==> config.mk <==
export PLATFORM = sky130hd
export DESIGN_NAME = thread_scheduler
export DESIGN_NICKNAME = d
export VERILOG_FILES = /design/src/rtl/thread_scheduler.sv
export SDC_FILE = /design/constraint.sdc
export NUM_CORES = 1
export LEC_CHECK = 0
export CAP_MARGIN = 30
export CORE_ASPECT_RATIO = 1.75
export CORE_MARGIN = 4
export CORE_UTILIZATION = 43
export CTS_CLUSTER_DIAMETER = 80
export DETAILED_ROUTE_END_ITERATION = 6
export PLACE_DENSITY = 0.75
export SLEW_MARGIN = 20
export SYNTH_ARGS = -nofsm -noshare
export SYNTH_HDL_FRONTEND = slang
export SYNTH_SLANG_ARGS = --single-unit
==> constraint.sdc <==
create_clock -name clk -period 2.1 [get_ports clk]
set_input_delay 0.315 -clock clk [delete_from_list [all_inputs] [get_ports clk]]
set_output_delay 0.315 -clock clk [all_outputs]
set_load 0.02 [all_outputs]
==> src/rtl/thread_scheduler.sv <==
// thread_scheduler: round-robin fetch slot generator with execute-aligned index/valid and post-reset PC-store init walk
module thread_scheduler #(
  parameter int NUM_THREADS = 16,
  parameter int EXE_STAGE = 7,
  parameter int DWIDTH = 32,
  parameter logic [DWIDTH-1:0] STARTUP_ADDR = '0,
  localparam int TW = $clog2(NUM_THREADS)
) (
  input  logic                   clk,
  input  logic                   reset,
  input  logic [NUM_THREADS-1:0] i_thread_enable,
  output logic [TW-1:0]          o_thread_index_fetch,
  output logic                   o_issue_valid,
  output logic [TW-1:0]          o_thread_index_execute,
  output logic                   o_valid_execute,
  output logic                   o_init_we,
  output logic [TW-1:0]          o_init_addr,
  output logic [DWIDTH-1:0]      o_init_data,
  output logic                   o_round_start,
  output logic                   o_busy_init
);
  typedef enum logic {INIT, RUN} state_t;
  if (NUM_THREADS < 2 || (NUM_THREADS & (NUM_THREADS - 1)) != 0 || EXE_STAGE < 1 || EXE_STAGE >= NUM_THREADS) begin : g_bad_params
    $error("thread_scheduler: need NUM_THREADS power of two >= 2 and 1 <= EXE_STAGE < NUM_THREADS");
  end
  state_t state_q, state_d;
  logic [TW-1:0] cnt_q, cnt_d, fetch_q, fetch_d;
  logic init_we_q, init_we_d;
  logic [EXE_STAGE-1:0][TW-1:0] exe_idx_q, exe_idx_d;
  logic [EXE_STAGE-1:0] exe_vld_q, exe_vld_d;
  logic run, issue_valid, last_init;
  assign run = state_q == RUN;
  assign issue_valid = run & i_thread_enable[fetch_q];
  assign last_init = init_we_q && cnt_q == TW'(NUM_THREADS - 1);
  // next-state: init walk arms one cycle after reset, then free-running fetch index
  always_comb begin
    state_d = last_init ? RUN : state_q;
    init_we_d = !run && !last_init;
    cnt_d = run || last_init ? '0 : cnt_q + TW'(init_we_q);
    fetch_d = run ? fetch_q + TW'(1) : '0;
    exe_idx_d[0] = fetch_q;
    exe_vld_d[0] = issue_valid;
    for (int i = 1; i < EXE_STAGE; i++) begin
      exe_idx_d[i] = exe_idx_q[i-1];
      exe_vld_d[i] = exe_vld_q[i-1];
    end
  end
  // state, init counter, fetch index and execute delay line
  always_ff @(posedge clk) begin
    if (reset) begin
      state_q <= INIT;
      cnt_q <= '0;
      fetch_q <= '0;
      init_we_q <= 1'b0;
      exe_idx_q <= '0;
      exe_vld_q <= '0;
    end else begin
      state_q <= state_d;
      cnt_q <= cnt_d;
      fetch_q <= fetch_d;
      init_we_q <= init_we_d;
      exe_idx_q <= exe_idx_d;
      exe_vld_q <= exe_vld_d;
    end
  end
  assign o_thread_index_fetch = fetch_q;
  assign o_issue_valid = issue_valid;
  assign o_thread_index_execute = exe_idx_q[EXE_STAGE-1];
  assign o_valid_execute = exe_vld_q[EXE_STAGE-1];
  assign o_init_we = init_we_q;
  assign o_init_addr = cnt_q;
  assign o_init_data = run ? '0 : STARTUP_ADDR;
  assign o_round_start = run && fetch_q == '0;
  assign o_busy_init = !run;
endmodule
## Word level (Yosys, flattened, before mapping)

Cells that the tools add are included.

| operators by class | value |
|---|---|
| bitwise gates (word level) | 2 |
| reduce and logical (&&, ||, !) cells | 9 |
| mux-type cells | 2 |
| eq/ne operators | 1 |
| $lt $le $gt $ge | 1 |
| add/sub/neg operators | 2 |

Operators by type and width:

| kind | number |
|---|---|
| $lt A4 B5 Y1 const B | 1 |
| $add A4 B1 Y4 | 1 |
| $add A4 B1 Y4 const B | 1 |
| $bmux W1 S4 | 1 |
| $eq A4 B4 Y1 const B | 1 |
| $logic_not A4 Y1 | 1 |
| $reduce_or A2 Y1 | 2 |
| $logic_and A1 B1 Y1 | 3 |
| $logic_not A1 Y1 | 2 |
| $and A1 B1 Y1 | 1 |
| $logic_or A1 B1 Y1 | 1 |
| $mux W1 | 1 |
| $not A1 Y1 | 1 |

| storage, ports and cells | value |
|---|---|
| output and inout port bits | 49 |
| register bits | 45 |
| input bits | 18 |
| logic and storage cells | 29 |

## Logic depth before layout (Yosys ltp)

| logic depth | value |
|---|---|
| word-level depth | 4 |
| mapped depth | 5 |
| mapped depth without buffers | 5 |

## Worst setup path before layout

No wires, ideal clock.

| timing path | value |
|---|---|
| kind | reg-to-output |
| start point | register fetch_q[0] (netlist: o_thread_index_fetch[0]) |
| end point | output o_issue_valid |
| data arrival time | 1.456 ns |
| cell stages (with the launch flop) | 6 |
| slack | 0.329 ns |
| cells stage by stage | dfxtp_1 -> buf_6 -> mux4_1 -> o22ai_1 -> o22ai_1 -> and2_1 |

| on the way | value |
|---|---|
| longest elaborated chain between the ends | 3 |

Ends and longest elaborated chain:

| what | line | source |
|---|---|---|
| start, declared | 27 | `logic [TW-1:0] cnt_q, cnt_d, fetch_q, fetch_d;` |
| start signal, assigned | 60 | `fetch_q <= fetch_d;` |
| $bmux W1 S4 | 33 | `assign issue_valid = run & i_thread_enable[fetch_q];` |
| $mux W1 (not written as such) | 33 |  |
| $and A1 B1 Y1 | 33 |  |
| end, declared | 13 | `output logic o_issue_valid,` |

Every way passes these cells. The select of a mux whose other input is x is not followed.

## Worst setup path in the final report

| timing path | value |
|---|---|
| start point | input i_thread_enable[8] |
| end point | output o_issue_valid |

| on the way | value |
|---|---|
| longest elaborated chain between the ends | 3 |

Ends and longest elaborated chain:

| what | line | source |
|---|---|---|
| start, declared | 11 | `input logic [NUM_THREADS-1:0] i_thread_enable,` |
| $bmux W1 S4 | 33 |  |
| $mux W1 (not written as such) | 33 |  |
| $and A1 B1 Y1 | 33 |  |

Every way passes these cells. The select of a mux whose other input is x is not followed.

==> results_dict.tcl <==
set metrics [dict create \
    hold_buffers 0 \
    p_sw_mw 0.356 \
    cts.clk_slew.worst_paths_ns 0.08 \
    slew_viol_final 0 \
    grtUsageTotal 0.0969 \
    finalNetCount 220 \
    overflow 0 \
    fmax_mhz 484 \
    intPower_mw 1.17 \
    p_seq_frac 0.563 \
    crit_slowest_cell "mux4_2" \
    post_drt_wl_per_cell_um 9.92 \
    antenna_left 0 \
    timing.final.crit_share 0.984 \
    synth-async-reset-ratio 0 \
    die_h_um 92.4 \
    crit_chain "clkdlybuf4s50_1 > mux4_2 > o22ai_1 > o22ai_1 > and2_1 > buf_6" \
    synth_top_area_cell "dfxtp_1" \
    cp-end-kind "primary output" \
    critical_path_class "input port to primary output" \
    clock_latency_ns 0.29 \
    grt_max_degree 19 \
    clockRootBuffer "clkbuf_8" \
    crit_buf_inv 2 \
    power.share.switching 0.233 \
    final-hold-violation-count 0 \
    powerDensity_mw_per_mm2 733 \
    io_buffers 34 \
    rows 30 \
    synth.cell_area_sq_mm 0.00175 \
    setup_viol 0 \
    wl_um 2450 \
    finalClockSkew_ns 0.00695 \
    clockBufferDepth 2 \
    synth_seq_area_share 0.515 \
    grt_pass1_wl_um 3970 \
    fin_tns_setup_ns 0 \
    firstDrtPassIters 4 \
    antenna_found_initial 0 \
    place_area_sq_mm 0.00200 \
    hold_ws_ns 0.439 \
    synth_top_area_frac 0.515 \
    vias 1048 \
    h-tree-depth 2 \
    yosys_warnings 0 \
    period_needed_ns 2.07 \
    place.gp.congestion 0.709 \
    cts_setup_buffers 0 \
    combPwrFrac 0.085 \
    drc 0 \
    cts_sinks 45 \
    cp_num_cells 6 \
    finalNonFillerCells 247 \
    finalPower_mw 1.53 \
    area_delta_synth_final_pct 19.2 \
    timing.critical_path.from_type "input port" \
    drive_above_1_share 0.101 \
    synth-edff-count 0 \
    final_area_sq_mm 0.00209 \
    crit_family "buffers and inverters" \
    synthTopCellsByArea "dfxtp_1 (51%), buf_4 (16%), nor2b_1 (12%), mux4_1 (4.5%), ha_1 (2.9%)" \
    place.detailed.hpwl_um 1770 \
    clockPowerShare 0.352 \
    syn_area_per_cell_sq_um 10.7 \
    min_path_type "flip-flop to flip-flop" \
    fillerInstances 362 \
    ys_ff_latch 45 \
    highest_layer "met4" \
    critPathMaxFanout 2 \
    drt-initial-drc-count 8 \
    status "completed" \
    timing.max_cap.violations 0 \
    core_area_sq_mm 0.00390 \
    initial_core_util 0.448 \
    wl_met3_um 289 \
    ioPinCount 67 \
    wl_met2_um 1160 \
    cp.required_ns 1.78 \
    cp_common_cell "o22ai_1" \
    r2r_cells 4 \
    hold-path-cell-count 1 \
    numCtsBuffers 5 \
    wl_met1_um 949 \
    yosys.cell_count.top_type "dfxtp_1" \
    synth_cell_types 24 \
    syn_inst 163 \
    n_antenna_cell 0 \
    via_per_inst 4.24 \
    synthFlopType "dfxtp_1" \
    max_stage_delay_ns 0.45 \
    cts_tree "yes" \
    p_leak_nw 0.861 \
    vdd_ir_drop_max_mv 0.583 \
    fp.dieArea_sq_mm 0.00520 \
    seq_area_sq_um 905 \
    grt_setup_unrepaired "true" \
    grt_pass1_vias 960 \
    critPathArrivalTime_ns 1.75 \
    synthTopCellsByCount "dfxtp_1 (45), buf_4 (37), nor2b_1 (33)" \
    multi_input_area_sq_um 636 \
    post-place-cells 239 \
    die_x_um 56.2 \
]
==> layer usage <==
layer,vias up,track usage
met1,481,0.0946
met5,-,0
met3,5,0.0460
met4,0,0.0535
li1,508,-
met2,54,0.165
==> worst paths after layout <==
kind,start,slack (ns),endpoint
max,i_thread_enable[8],0.03,o_issue_valid
min,exe_idx_d[16],0.44,exe_idx_d[20]
max reg2reg,o_thread_index_fetch[0],0.69,exe_vld_q[0]
min reg2reg,exe_idx_d[16],0.44,exe_idx_d[20]
==> logic make-up after synthesis <==
group,after synthesis,share of synthesized area
AO/OA/AOI/OAI,4,0.0136
XOR/XNOR,4,0.0200
adder cells (fa/ha/maj),4,0.0286
buffers and inverters,46,0.182
flip-flops,45,0.515
multiplexers,6,0.0636
other,1,0.00214
AND/OR/NAND/NOR,53,0.175
==> power groups by stage <==
| stage | clock, mW | sequential, mW | combinational, mW |
|---|---|---|---|
| floorplan | 0 | 0.888 | 0.118 |
| global placement | 0 | 0.882 | 0.126 |
| detailed placement | 0 | 0.883 | 0.127 |
| CTS | 0.558 | 0.861 | 0.128 |
| global route | 0.593 | 0.862 | 0.138 |
| finish | 0.538 | 0.861 | 0.130 |
==> placed cells by master, fill, tap and decap left out, types with 2 or more instances in the layout <==
cell,count
conb_1,32
xnor2_1,2
mux2_2,2
o22ai_1,2
ha_1,4
nor2_1,9
buf_4,4
mux4_2,3
xor2_1,2
inv_1,4
nand3_1,2
nor2b_1,33
and2_1,3
clkbuf_8,6
dfxtp_1,44
clkdlybuf4s50_1,32
nand2b_1,3
==> worst reg2reg max path, stage by stage, from the launching register on <==
cell	delay (ns)
dfxtp_4	0.39
mux4_2	0.50
o22ai_1	0.19
o22ai_1	0.10
nor2b_1	0.13
==> stage by stage <==
step	setup WS, ns	utilization
2_1_floorplan	0.329	-
3_3_place_gp	-0.377	0.512
3_5_place_dp	-0.417	0.512
4_1_cts	-0.0520	0.535
5_1_grt	-0.0518	0.534
6_report	0.0346	0.534
==> flip-flops by register name, indices dropped and copies added, names as in the netlist <==
signal / flops
exe_idx_d: 24
exe_vld_q: 7
o_init_addr: 4
o_init_we: 1
o_thread_index_execute: 4
o_thread_index_fetch: 4
run: 1
==> area by class of cell <==
cell class | instances | area share
sequential | 45 | 0.434
multi-input combinational | 103 | 0.305
timing repair buffer | 38 | 0.178
clock buffer | 6 | 0.0396
tap | 48 | 0.0288
inverter | 5 | 0.00900
clock inverter | 2 | 0.00660
==> what timing repair did <==
| action | 4_1_cts | 5_1_grt |
|---|---|---|
| gates resized for setup | 8 | 4 |
| gates cloned | 0 | 0 |
| endpoints found under the setup margin | 2 | 1 |
| pin swaps | 0 | 3 |
| hold endpoints to repair | 0 | 0 |
(Power assumes the default switching activity.)
